===== config.mk =====
export PLATFORM = sky130hd
export DESIGN_NAME = mem_ctrl
export DESIGN_NICKNAME = d
export VERILOG_FILES = /design/src/rtl/mem_ctrl.sv
export SDC_FILE = /design/constraint.sdc
export NUM_CORES = 1
export LEC_CHECK = 0
export CORE_MARGIN = 2
export CORE_UTILIZATION = 30
export CTS_CLUSTER_SIZE = 12
export DETAILED_ROUTE_END_ITERATION = 7
export GPL_ROUTABILITY_DRIVEN = 0
export SYNTH_ARGS = -nofsm -noshare
export SYNTH_HDL_FRONTEND = slang
export SYNTH_SLANG_ARGS = --single-unit
export TNS_END_PERCENT = 100

===== constraint.sdc =====
create_clock -name clk -period 7.8 [get_ports clk]
set_input_delay 1.17 -clock clk [delete_from_list [all_inputs] [get_ports clk]]
set_output_delay 1.17 -clock clk [all_outputs]
set_load 0.02 [all_outputs]

===== src/rtl/mem_ctrl.sv =====
`default_nettype none
// ============================================================================
// Module   : mem_ctrl
// Brief    : Byte-serial controller arbitrating instruction fetch and
//            load/store clients onto a single-port 8-bit RAM/IO bus.
// Revision : 1.0 - initial release
// ============================================================================
module mem_ctrl #(
    parameter int ADDR_WIDTH = 32,
    parameter int IF_BYTES   = 4,
    parameter int IO_HI      = 17
) (
    input  logic                  clk,
    input  logic                  rst,
    input  logic                  rdy,
    input  logic                  rollback,
    input  logic [7:0]            mem_din,
    output logic [7:0]            mem_dout,
    output logic [ADDR_WIDTH-1:0] mem_a,
    output logic                  mem_wr,
    input  logic                  io_buffer_full,
    input  logic                  if_en,
    input  logic [ADDR_WIDTH-1:0] if_addr,
    output logic                  if_done,
    output logic [31:0]           if_data,
    input  logic                  mc_en,
    input  logic                  mc_wr,
    input  logic [ADDR_WIDTH-1:0] mc_addr,
    input  logic [2:0]            mc_len,
    input  logic [31:0]           mc_w_data,
    output logic                  mc_done,
    output logic [31:0]           mc_r_data
);

    typedef enum logic [0:0] {
        S_IDLE = 1'b0,
        S_BUSY = 1'b1
    } state_t;

    localparam logic [2:0] c_IF_LEN = 3'(IF_BYTES);

    state_t                r_state, w_state_nxt;
    logic                  r_is_if, w_is_if_nxt;
    logic                  r_wr, w_wr_nxt;
    logic [ADDR_WIDTH-1:0] r_base, w_base_nxt;
    logic [2:0]            r_len, w_len_nxt;
    logic [31:0]           r_wdata, w_wdata_nxt;
    logic [2:0]            r_issue, w_issue_nxt;
    logic [2:0]            r_cap, w_cap_nxt;
    logic                  r_adrv, w_adrv_nxt;
    logic                  r_dvld, w_dvld_nxt;
    logic [31:0]           r_rbuf, w_rbuf_nxt;
    logic [ADDR_WIDTH-1:0] r_mem_a, w_mem_a_nxt;
    logic [7:0]            r_mem_dout, w_mem_dout_nxt;
    logic                  r_mem_wr, w_mem_wr_nxt;
    logic                  r_if_done, w_if_done_nxt;
    logic [31:0]           r_if_data, w_if_data_nxt;
    logic                  r_mc_done, w_mc_done_nxt;
    logic [31:0]           r_mc_r_data, w_mc_r_data_nxt;
    // Bus-side tracking of the read byte that arrives during the first stall cycle
    logic                  r_rdy_q;
    logic [7:0]            r_skid;

    logic                  w_accept, w_abort, w_io_blk, w_issue;
    logic                  w_cur_wr;
    logic [ADDR_WIDTH-1:0] w_cur_base, w_byte_addr;
    logic [2:0]            w_cur_len, w_cur_idx, w_mc_len;
    logic [31:0]           w_cur_wdata, w_rbuf_upd;
    logic [7:0]            w_wbyte, w_din;

    always_comb begin
        w_accept = (r_state == S_IDLE) && (mc_en || if_en) &&
                   !r_if_done && !r_mc_done && !rollback;
        w_abort  = (r_state == S_BUSY) && rollback && !r_wr;

        case (mc_len)
            3'd1:    w_mc_len = 3'd1;
            3'd2:    w_mc_len = 3'd2;
            default: w_mc_len = 3'd4;
        endcase

        // On the accept edge byte 0 is issued straight from the request
        w_cur_wr    = w_accept ? (mc_en && mc_wr) : r_wr;
        w_cur_base  = w_accept ? (mc_en ? mc_addr : if_addr) : r_base;
        w_cur_len   = w_accept ? (mc_en ? w_mc_len : c_IF_LEN) : r_len;
        w_cur_wdata = w_accept ? mc_w_data : r_wdata;
        w_cur_idx   = w_accept ? 3'd0 : r_issue;

        w_byte_addr = w_cur_base + {{(ADDR_WIDTH-3){1'b0}}, w_cur_idx};
        w_io_blk    = w_cur_wr && (w_byte_addr[IO_HI -: 2] == 2'b11) && io_buffer_full;
        w_issue     = (w_accept || ((r_state == S_BUSY) && !w_abort)) &&
                      (w_cur_idx < w_cur_len) && !w_io_blk;

        case (w_cur_idx[1:0])
            2'd0:    w_wbyte = w_cur_wdata[7:0];
            2'd1:    w_wbyte = w_cur_wdata[15:8];
            2'd2:    w_wbyte = w_cur_wdata[23:16];
            default: w_wbyte = w_cur_wdata[31:24];
        endcase

        w_din      = r_rdy_q ? mem_din : r_skid;
        w_rbuf_upd = r_rbuf;
        w_rbuf_upd[{r_cap[1:0], 3'b000} +: 8] = w_din;
    end

    always_comb begin
        w_state_nxt     = r_state;
        w_is_if_nxt     = r_is_if;
        w_wr_nxt        = r_wr;
        w_base_nxt      = r_base;
        w_len_nxt       = r_len;
        w_wdata_nxt     = r_wdata;
        w_issue_nxt     = r_issue;
        w_cap_nxt       = r_cap;
        w_adrv_nxt      = 1'b0;
        w_dvld_nxt      = 1'b0;
        w_rbuf_nxt      = r_rbuf;
        w_mem_a_nxt     = r_mem_a;
        w_mem_dout_nxt  = r_mem_dout;
        w_mem_wr_nxt    = 1'b0;
        w_if_done_nxt   = 1'b0;
        w_if_data_nxt   = r_if_data;
        w_mc_done_nxt   = 1'b0;
        w_mc_r_data_nxt = r_mc_r_data;

        if (w_accept) begin
            w_state_nxt = S_BUSY;
            w_is_if_nxt = !mc_en;
            w_wr_nxt    = w_cur_wr;
            w_base_nxt  = w_cur_base;
            w_len_nxt   = w_cur_len;
            w_wdata_nxt = w_cur_wdata;
            w_issue_nxt = 3'd0;
            w_cap_nxt   = 3'd0;
            w_rbuf_nxt  = 32'd0;
        end

        if (w_issue) begin
            w_mem_a_nxt = w_byte_addr;
            w_issue_nxt = w_cur_idx + 3'd1;
            if (w_cur_wr) begin
                w_mem_wr_nxt   = 1'b1;
                w_mem_dout_nxt = w_wbyte;
            end else begin
                w_adrv_nxt = 1'b1;
            end
        end

        if (r_state == S_BUSY) begin
            if (w_abort) begin
                w_state_nxt = S_IDLE;
            end else if (r_wr) begin
                if (r_issue == r_len) begin
                    w_state_nxt   = S_IDLE;
                    w_mc_done_nxt = 1'b1;
                end
            end else begin
                w_dvld_nxt = r_adrv;
                if (r_dvld) begin
                    w_rbuf_nxt = w_rbuf_upd;
                    w_cap_nxt  = r_cap + 3'd1;
                    if (r_cap == (r_len - 3'd1)) begin
                        w_state_nxt = S_IDLE;
                        if (r_is_if) begin
                            w_if_done_nxt = 1'b1;
                            w_if_data_nxt = w_rbuf_upd;
                        end else begin
                            w_mc_done_nxt   = 1'b1;
                            w_mc_r_data_nxt = w_rbuf_upd;
                        end
                    end
                end
            end
        end
    end

    always_ff @(posedge clk or posedge rst) begin
        if (rst) begin
            r_state     <= S_IDLE;
            r_is_if     <= 1'b0;
            r_wr        <= 1'b0;
            r_base      <= '0;
            r_len       <= 3'd0;
            r_wdata     <= 32'd0;
            r_issue     <= 3'd0;
            r_cap       <= 3'd0;
            r_adrv      <= 1'b0;
            r_dvld      <= 1'b0;
            r_rbuf      <= 32'd0;
            r_mem_a     <= '0;
            r_mem_dout  <= 8'd0;
            r_mem_wr    <= 1'b0;
            r_if_done   <= 1'b0;
            r_if_data   <= 32'd0;
            r_mc_done   <= 1'b0;
            r_mc_r_data <= 32'd0;
            r_rdy_q     <= 1'b1;
            r_skid      <= 8'd0;
        end else begin
            r_rdy_q <= rdy;
            if (!rdy && r_rdy_q) begin
                r_skid <= mem_din;
            end
            if (rdy) begin
                r_state     <= w_state_nxt;
                r_is_if     <= w_is_if_nxt;
                r_wr        <= w_wr_nxt;
                r_base      <= w_base_nxt;
                r_len       <= w_len_nxt;
                r_wdata     <= w_wdata_nxt;
                r_issue     <= w_issue_nxt;
                r_cap       <= w_cap_nxt;
                r_adrv      <= w_adrv_nxt;
                r_dvld      <= w_dvld_nxt;
                r_rbuf      <= w_rbuf_nxt;
                r_mem_a     <= w_mem_a_nxt;
                r_mem_dout  <= w_mem_dout_nxt;
                r_mem_wr    <= w_mem_wr_nxt;
                r_if_done   <= w_if_done_nxt;
                r_if_data   <= w_if_data_nxt;
                r_mc_done   <= w_mc_done_nxt;
                r_mc_r_data <= w_mc_r_data_nxt;
            end
        end
    end

    assign mem_a     = r_mem_a;
    assign mem_dout  = r_mem_dout;
    assign mem_wr    = r_mem_wr & rdy;
    assign if_done   = r_if_done;
    assign if_data   = r_if_data;
    assign mc_done   = r_mc_done;
    assign mc_r_data = r_mc_r_data;

endmodule
`default_nettype wire


## Word level (Yosys, flattened, before mapping)

Index checks and enable logic that the tools add are counted.

- Add/sub/neg operators: 5
- $lt $le $gt $ge: 1
- Equality and inequality tests: 7
- Shifts and indexed selects: 2
- Multiplexer cells: 49
- Bitwise gates (word level): 5
- Reductions and logical operators: 29

Operators with widths:

| cell | number |
|---|---|
| 2-to-1 mux 32 bit | 8 |
| adder 32 x 3 -> 32 bit | 1 |
| bitwise mux 32 bit | 1 |
| variable shift 8 x 7 -> 32 bit (first input constant) | 1 |
| indexed part select 8 x 7 -> 32 bit | 1 |
| 2-to-1 mux 1 bit | 28 |
| 2-to-1 mux 3 bit | 9 |
| case mux 8 bit (3 select lines) | 1 |
| AND reduction 7 bit | 2 |
| logical AND 1 bit | 13 |
| zero test 1 bit | 8 |
| 2-to-1 mux 8 bit | 1 |
| negator 5 -> 7 bit | 1 |
| adder 3 x 1 -> 3 bit (second input constant) | 2 |
| == test 3 bit | 2 |
| case mux 3 bit (2 select lines) | 1 |
| == test 2 bit (second input constant) | 2 |
| NOT 1 bit | 4 |
| AND reduction 2 bit | 2 |
| == test 3 x 1 -> 1 bit (second input constant) | 1 |
| == test 3 x 2 -> 1 bit (second input constant) | 1 |
| less-than comparator 3 bit | 1 |
| AND reduction 3 bit | 1 |
| subtractor 3 x 1 -> 3 bit (second input constant) | 1 |
| 4 further kinds | 5 |

- Register bits: 226
- Input port bits: 115
- Output and inout port bits: 107
- Logic and storage cells: 118

## Logic depth before layout (Yosys ltp)

Gate-level depths: netlist of run 1.

- Depth after elaboration: 13
- Depth in mapped cells: 22
- Mapped depth without buffers: 15

## Least setup slack after synthesis of run 1

OpenSTA, ideal clock, no wires.

- Kind: input -> register
- Start point: input port mc_en
- End point: register r_mem_a[10], in the netlist mem_a[10]
- Library setup time: 0.125 ns
- Arrival time: 5.389 ns
- Data required time: 7.675 ns
- Setup slack: 2.286 ns
- Stages on the path: 20
- Buffers on the path: 7
- Path through: buf_2 or2_0 clkbuf_1 nand2_1 clkbuf_1 buf_1 buf_1 clkbuf_1 and2_1 inv_1 fa_1 inv_1 a21o_1 o21ai_1 nor4_2 xnor2_1 a41oi_2 nand2_4 buf_6 mux2_4

- Word-level cells in the longest chain between the ends: 13
- Elaborated cells on any way between the ends: 22
- Those cells by class: add/sub (1); order compare (1); eq/ne (1); mux (6); reduce/logical (13)

RTL lines:

| item | line | text |
|---|---|---|
| start, declared | 26 | `input logic mc_en,` |
| logical OR 1 bit | 72 | `w_accept = (r_state == S_IDLE) && (mc_en \|\| if_en) &&` |
| logical AND 1 bit (2 in a row) | 72 |  |
| logical AND 1 bit (2 in a row) | 73 | `!r_if_done && !r_mc_done && !rollback;` |
| 2-to-1 mux 32 bit or 2-to-1 mux 3 bit (tied branches) | - |  |
| adder 32 x 3 -> 32 bit | 89 | `w_byte_addr = w_cur_base + {{(ADDR_WIDTH-3){1'b0}}, w_cur_idx};` |
| == test 2 bit | 90 | `w_io_blk = w_cur_wr && (w_byte_addr[IO_HI -: 2] == 2'b11) && io_buffer_full;` |
| logical AND 1 bit (2 in a row) | 90 |  |
| zero test 1 bit | 92 | `(w_cur_idx < w_cur_len) && !w_io_blk;` |
| logical AND 1 bit | 92 |  |
| AND reduction 2 bit (no source line) | - |  |
| end signal, assigned | 216 | `r_mem_a <= w_mem_a_nxt;` |
| end, declared | 53 | `logic [ADDR_WIDTH-1:0] r_mem_a, w_mem_a_nxt;` |

Parallel ways exist; a longest one is shown, timed or not.
A chain may end at the register's enable or synchronous reset.

## Worst setup path in the final report of run 1

- Start point: input port rollback
- End point: register r_mem_a[29], in the netlist mem_a[29]

- Word-level cells in the longest chain between the ends: 10
- Elaborated cells on any way between the ends: 20
- Those cells by class: add/sub (1); order compare (1); eq/ne (1); mux (4); reduce/logical (13)

RTL lines:

| item | line | text |
|---|---|---|
| start, declared | 16 | `input logic rollback,` |
| zero test 1 bit | 73 |  |
| logical AND 1 bit | 73 |  |
| 2-to-1 mux 32 bit or 2-to-1 mux 3 bit (tied branches) | - |  |
| adder 32 x 3 -> 32 bit | 89 |  |
| == test 2 bit | 90 |  |
| logical AND 1 bit (2 in a row) | 90 |  |
| zero test 1 bit | 92 |  |
| logical AND 1 bit | 92 |  |
| AND reduction 2 bit (no source line) | - |  |

Parallel ways exist; a longest one is shown, timed or not.

==> results.txt, run 1 <==
The flow ran to the end, and the final reports show no timing, DRC or antenna violations. The initial standard-cell utilization of the core is between 30% and 40%. The CTS H-tree depth came out at 1. After detailed routing, the number of remaining DRC violations is 0. The total cell area at the placement stage came out at ~0.014 mm2. Entering global routing, the biggest net connects 88 pins. For the worst setup path, the data arrival time is 6290 ps. The peak ir drop on the vdd network is 182 uV. The post-route worst hold slack came out at 471 ps. The total count of hold-check failures in the final report came out at 0. The max-capacitance violation count came out at 0. The count of nets after finishing came out at 1435. Global routing consumed, over all layers together, approximately 15% of the routing resources. The sequential group share of total power came out at between 30% and 40%.

Relative to the synthesized area, the layout overhead comes to 32.0%. Among all flip-flop cells after synthesis, the most frequent one is sky130_fd_sc_hd__dfrtp_1. The switching part of the total power is 31.4%. The die area came out at 0.0390 mm2. The endpoint class of the critical path is a flop. The number of nets in the synthesized netlist is around 1200. The wire length of the first global-routing pass is 48200 um. The share of synthesized flip-flops with an asynchronous set or reset came out at 100%. The number of cells upsized or downsized after cts came out at 0. The DRC violation total after the first TritonRoute iteration came out at 670. After synthesis, flip-flops and latches occupy 50.4% of the total area. The number of search-and-repair iterations in the first detailed-routing pass came out at 5. The final-report max-slew violation count is 0. The total placed cells including tap cells is 1742. The total via count in the routed design is 8827. Once the clock tree was built, the setup fixing pass inserted 0 buffers. The number of sinks on the clock net is around 230. The per-cell routed wire length came out at ~17 um. The final setup violation count came out at 0. The longest clock path from root to sink contains 3 buffers. The timing-limited maximum frequency is between 150 and 200 MHz. The static power due to leakage is 6.37 nW.

Once detailed placement completed, the half-perimeter wirelength came to about 22000 um. The area inside the core boundary is 0.0368 mm2. The required time at the worst-slack endpoint is 8220 ps.

The insertion delay of the later-clocked pin in the worst-skew pair came out at 530 ps. The number of ports placed on the die boundary is 222. The tree is rooted in a sky130_fd_sc_hd__clkbuf_16.

Of the total power, combinational logic draws between 30% and 40%. In this run the core area contains 70 standard-cell rows. The setup skew after layout came out at 15.0 ps.

Leaving out fill and tap cells, the most frequent cells in the layout are sky130_fd_sc_hd__dfrtp_1, sky130_fd_sc_hd__clkdlybuf4s50_1, sky130_fd_sc_hd__nand2_1. The remaining global-route overflow is 0. The initial antenna violation count was 1. The internal power contribution is slightly below 3 mW. The depth of the most critical reg-to-reg path came out at 12.

The distinct cell type count of the synthesized netlist is 62. The type of the setup path with the least slack is in -> reg. In this run, synthesis inferred 0 flip-flops with an integrated enable. The height of the die is 198 um. Setup repair after global routing left no endpoint under its margin.

The highest net fanout along the worst path is 43. The max-slew headroom at the worst pin is a little over a third. In this run the remaining antenna-violating nets after routing total 0.

The number of buffers added to fix hold violations after cts came out at 0. For the finished layout, the period the worst path requires is roughly 5900 ps. During placement, the flow inserted port buffers numbering 221. After clock tree synthesis, the clock-pin slew on the worst setup and hold paths is 60 ps. The pin slew with the least headroom to its limit came out at 927 ps. The final design utilization is 40.3%.

The total of flip-flops plus latches after synthesis came out at 226. The routed wire length came out at approximately 30000 um. The clock tree from TritonCTS is done. The sum of negative setup slack is 0 ps. The chip width is 198 um.

The switching power summed over all nets came out at 1.32 mW. Buffers inserted during clock tree synthesis total 27. The synthesized instance count came out at roughly 1100. The layout has 3601 filler cells. The count of cells along the worst hold path came out at 2. STA classifies the critical path startpoint as an input pin.

Leaving out filler cells and counting taps, the final layout contains between 1500 and 2000. The post-route netlist has between 10% and 20% of its cells at a drive strength greater than 1. The total power per unit cell area came out at roughly 280 mW/mm2. The clock network burns 31.7% of the power.

During synthesis, Yosys emitted a total of 0 warnings. The post-synthesis area per instance came out at 10.2 um2. Summing every instance area after synthesis gives 0.0112 mm2. Using the TritonRoute via totals, the vias-per-cell ratio works out to 4.93. The summed area of non-filler cells in the final layout is between 0.01 and 0.015 mm2. The library cell used most frequently in the layout, excluding fill and tap cells, is sky130_fd_sc_hd__dfrtp_1. The final critical path takes up 75.3% of the cycle. The number of global-route vias before repair came out at around 8700. The worst min-delay path category is reg -> reg.
## per-stage QoR
step	worst slack, ps	power, mW
floorplan	440	2.41
finish	1930	4.21
global route	1620	4.44
global placement	1650	2.88
detailed placement	1420	2.90
CTS	1980	4.26
## power groups by stage
stage	clock (mW)	combinational [mW]	sequential, mW
2_1_floorplan	0	0.745	1.66
3_3_place_gp	0	1.29	1.59
3_5_place_dp	0	1.30	1.60
4_1_cts	1.37	1.31	1.58
5_1_grt	1.42	1.41	1.61
6_report	1.33	1.29	1.58
## critical path: stages
cell and delay, ps:
sky130_fd_sc_hd__clkdlybuf4s50_1 470, sky130_fd_sc_hd__nor4_2 730, sky130_fd_sc_hd__nand2_2 570, sky130_fd_sc_hd__buf_4 460, sky130_fd_sc_hd__and2_1 250, sky130_fd_sc_hd__ha_1 340, sky130_fd_sc_hd__a21oi_1 280, sky130_fd_sc_hd__o21bai_1 360
sky130_fd_sc_hd__nor4_2 90, sky130_fd_sc_hd__xnor2_1 240, sky130_fd_sc_hd__a41oi_2 270, sky130_fd_sc_hd__nand2_4 600, sky130_fd_sc_hd__mux2_2 410
## cell usage after synthesis (all sizes together) (2+ instances only)
master / n / area share [%]
a211oi: 6 / 0.40
a21o: 3 / 0.20
a21oi: 94 / 4.2
a222oi: 16 / 1.4
a22oi: 2 / 0.13
a31o: 2 / 0.16
a31oi: 5 / 0.41
a32o: 3 / 0.27
and2: 6 / 0.33
and3: 3 / 0.17
and4: 2 / 0.16
buf: 18 / 0.87
clkbuf: 41 / 1.4
dfrtp: 225 / 50
ha: 16 / 1.8
inv: 41 / 1.4
mux2: 81 / 9.0
mux2i: 41 / 3.7
mux4: 8 / 1.6
nand2: 137 / 4.6
nand2b: 2 / 0.11
nand3: 25 / 1.2
nand3b: 4 / 0.27
nand4: 7 / 0.39
nand4b: 2 / 0.16
nor2: 97 / 3.3
nor2b: 8 / 0.45
nor3: 10 / 0.55
nor3b: 2 / 0.13
nor4: 4 / 0.39
o21ai: 125 / 5.6
o22ai: 3 / 0.17
or2: 5 / 0.28
or4: 2 / 0.13
xnor2: 32 / 2.5
xor2: 12 / 0.94
## per-layer routing
metal / up-vias / global-route usage [%] / wire (um)
li1: 4262 / - / -
met5: - / 0 / 11
met2: 258 / 24.6 / 13600
met4: 2 / 4.57 / 913
met3: 51 / 2.82 / 1990
met1: 4254 / 21.3 / 13700
## cell families (layout without fill, tap and decap cells)
kind of cell             Yosys count  after routing  share of synthesized area (%)
adder cells (fa/ha/maj)           17             17                           1.96
XOR/XNOR                          44             44                           3.43
other                              0              1                              0
flip-flops                       226            226                           50.4
AND/OR/NAND/NOR                  318            318                           12.8
buffers and inverters            101            321                           3.64
AO/OA/AOI/OAI                    267            267                           13.6
multiplexers                     130            130                           14.2
## path summary, 6_finish.rpt
kind,start,end,slack [ps]
max,rollback,mem_a[29],1930
min,if_data[24],if_data[24],470
max reg2reg,if_done,mem_a[29],2610
min reg2reg,if_data[24],if_data[24],470
max in group asynchronous,rst,r_wdata[21],5220
min in group asynchronous,rst,if_data[3],1120
## flip-flops by register name (all words and copies together), names as in the netlist, 3 cells and up
register and cells:
r_issue 3, mem_dout 8, mc_r_data 32, r_len 3
r_cap 3, mem_a 32, r_wdata 32, r_rbuf 32
r_base 32, if_data 32, r_skid 8
## layout make-up
cell class / instances / area, um2 / share of cell area, %
multi-input cells: 776 / 5190 / 35.0
diodes: 1 / 2.50 / 0.0169
flip-flops and latches: 226 / 5660 / 38.2
well taps: 468 / 586 / 3.95
inverters: 42 / 165 / 1.11
clock inverters: 12 / 169 / 1.14
repair buffers: 230 / 2270 / 15.3
clock buffers: 37 / 783 / 5.28
Power figures use the tool's default switching activity.
==> run 2: changes to the inputs <==
clock period = 4.7 ns   (was 7.8 ns; I/O delays follow)
==> results.txt, run 2 (synthesis gave the netlist of run 1 again) <==
The flow ran to the end, and the final reports show no timing, DRC or antenna violations. The switching part of the total power came out at 31.6% (+0.23 points). The buffers inserted during post-CTS setup optimization came out at 0 (unchanged). The DRC violation count after routing is 0 (unchanged). The remaining global-route overflow was 0 (unchanged).

The height of the die is 198 um (unchanged). The sum of net half-perimeters after detailed placement is 21900 um (+0.82%). The critical path data arrival time is 4410 ps (-1880 ps). The pin slew with the least headroom to its limit is 980 ps (+53.1 ps). The final design utilization came out at 40.6% (+0.34 points).

The number of ports placed on the die boundary is 222 (unchanged). The initial standard-cell utilization of the core came out at 30.5% (unchanged). The number of buffers added by the clock tree synthesis step was 27 (unchanged). The number of sinks on the clock net was 226 (unchanged). The timing-limited maximum frequency came out at 251 MHz. The setup skew after layout is 10.1 ps (-4.84 ps). The total placed cells including tap cells is 1760 (+1.0%). In this run the clock root is driven by a sky130_fd_sc_hd__clkbuf_16. TritonCTS built the clock tree. The per-cell routed wire length is 16.8 um (-0.32%). The worst setup path is launched from an input pin. In the layout the commonest cells are sky130_fd_sc_hd__dfrtp_1, sky130_fd_sc_hd__clkdlybuf4s50_1, sky130_fd_sc_hd__nand2_1. The path class of the tightest hold or removal check is reg -> reg.

The setup path with the least slack is of type in -> reg. The routed wire length came out at 30500 um (+0.62%). The DRC violation total after the first TritonRoute iteration came out at 582 (-13%). The area growth from synthesis to layout is 33.1%. The sum of negative setup slack came out at 0 ps (unchanged). The share of the cycle needed by the critical path after routing is 84.8%. The insertion delay of the later-clocked pin in the worst-skew pair is 540 ps (about the same). The sequential group share of total power is 38.0% (+0.4 points). Setup repair after global routing left no endpoint under its margin.

The final-report max-slew violation count is 0 (unchanged). The number of buffers on the longest clock path came out at 3 (unchanged). The number of buffers and inverters on the critical path came out at 3 (+1). The number of cells upsized or downsized after cts is 0 (unchanged). The library cell used most frequently in the layout, excluding fill and tap cells, is sky130_fd_sc_hd__dfrtp_1. The area inside the core boundary was 0.0368 mm2 (unchanged). The post-layout worst setup margin came to 716 ps (-1210 ps). The clock input transition at the sequential cells of the worst setup and hold paths came out at 60 ps (about the same).

The final setup violation count is 0 (unchanged). The chip width came out at 198 um (unchanged). The maximum number of pins on one net before global-route repair is 108 (+23%). The count of nets after finishing came to 1453 (+1.3%). The wire length of the first global-routing pass came to 48600 um (+0.80%). The via-per-instance ratio is 4.90 (-0.48%).

The static power due to leakage is 6.44 nW (+1.1%). The site row count was 70 (unchanged). The max-slew headroom at the worst pin is 32.8% (-3.6 points). The sequential cell area in the final layout came out at 0.00566 mm2 (unchanged). The CTS H-tree depth came out at 1 (unchanged). The worst path in the final design needs a cycle of 3980 ps, including I/O delays and setup. The delay of the slowest critical-path stage is 610 ps (-120 ps).

The worst setup path is captured at a flop. The most repeated library cell on the critical path is sky130_fd_sc_hd__a21o_1. The remaining antenna violation count after routing came out at 0 (unchanged). The part of the power in the clock network came to 30.5% (-1.2 points). The number of global-route vias before repair was 8834 (+1.4%).

The dominant delay contributor by cell family on the critical path is simple AND/OR/NAND/NOR gates. The switching power summed over all nets came to 2.19 mW (+66%). The total count of hold-check failures in the final report came to 0 (unchanged). The internal power contribution is 4.74 mW (+64%). The peak ir drop on the vdd network was 255 uV (+40%). On the critical path, the stage with the largest delay is an instance of sky130_fd_sc_hd__or4_1. The number of fill cells in the layout came to 3606 (+0.14%). Traced cell by cell, the critical path runs through clkdlybuf4s50_1, or4_1, nor2_4, nor2_1, a21o_1, inv_1, ha_1, a21o_1, a21oi_1, o21bai_1, nor4_2, xnor2_1, a41oi_2, nand2_4, buf_12, mux2_4. The overall global routing resource usage came out at 15.6% (+0.18 points). The footprint of the multi-input gates is 0.00519 mm2 (unchanged).

The post-route worst hold slack is 475 ps (+3.85 ps). The total via count in the routed design came to 8868 (+0.46%). The highest net fanout along the worst path is 19 (-56%). The number of buffers added to fix hold violations after cts is 0 (unchanged).

The number of input and output port buffers inserted came to 221 (unchanged). The die area came to 0.0390 mm2 (unchanged). The required time at the worst-slack endpoint came out at 5120 ps (-3100 ps). The max-capacitance violation count is 0 (unchanged). The total power per unit cell area is 464 mW/mm2 (+63%). The portion of total power attributed to combinational logic came out at 31.4% (+0.7 points).

The pre-CTS worst setup slack is 133 ps (-1290 ps). The count of placed standard cells in the final layout, fillers left out is 1809 (+0.95%). The share of cells above drive strength 1 came to 13.0% (+0.66 points). The number of search-and-repair iterations in the first detailed-routing pass was 5 (unchanged). The initial antenna violation count came to 3 (+2).
[run 2: metrics by stage]
stage                     instance area (um2)  total power [mW]
final                                   14900              6.93
after floorplan                         11200              4.00
after CTS                               14900              7.01
after global placement                  14000              4.82
after global routing                    14900              7.31
after detailed placement                14000              4.85
[run 2: layer usage]
layer / global-route usage (%) / vias to the layer above / wire length (um) / share of wire, %
met5: 0 / - / 40 / 0.13
met4: 3.70 / 6 / 652 / 2.1
met3: 3.30 / 52 / 1840 / 6.0
met2: 24.8 / 249 / 13800 / 45
met1: 21.6 / 4273 / 14200 / 46
li1: - / 4288 / - / -
[run 2: worst min-delay path, stage by stage (launching register included)]
cell and delay [ps]:
sky130_fd_sc_hd__dfrtp_1 340, sky130_fd_sc_hd__nand2_1 40, sky130_fd_sc_hd__o21ai_0 60
[run 2: power by group through the flow]
| stage | clock (mW) | combinational (mW) | sequential [mW] |
|---|---|---|---|
| floorplan | 0 | 1.24 | 2.76 |
| global placement | 0 | 2.16 | 2.67 |
| detailed placement | 0 | 2.19 | 2.66 |
| CTS | 2.17 | 2.20 | 2.64 |
| global route | 2.24 | 2.38 | 2.69 |
| finish | 2.12 | 2.18 | 2.64 |
[run 2: path summary, 6_finish.rpt]
check	from	to	slack (ps)	cells past startpoint
min reg2reg	if_data[31]	if_data[31]	480	2
min	if_data[31]	if_data[31]	480	2
min in group asynchronous	rst	mem_a[11]	670	2
max in group asynchronous	rst	r_rbuf[10]	3010	3
max reg2reg	if_done	mem_a[20]	920	15
max	rollback	mem_a[20]	720	16
[run 2: area by class of cell]
type	instances	area share, %
diodes	1	0.0167
clock buffers	44	5.48
clock inverters	4	0.519
inverters	42	1.08
multi-input cells	776	34.7
flip-flops and latches	226	37.8
well taps	468	3.92
repair buffers	248	16.5
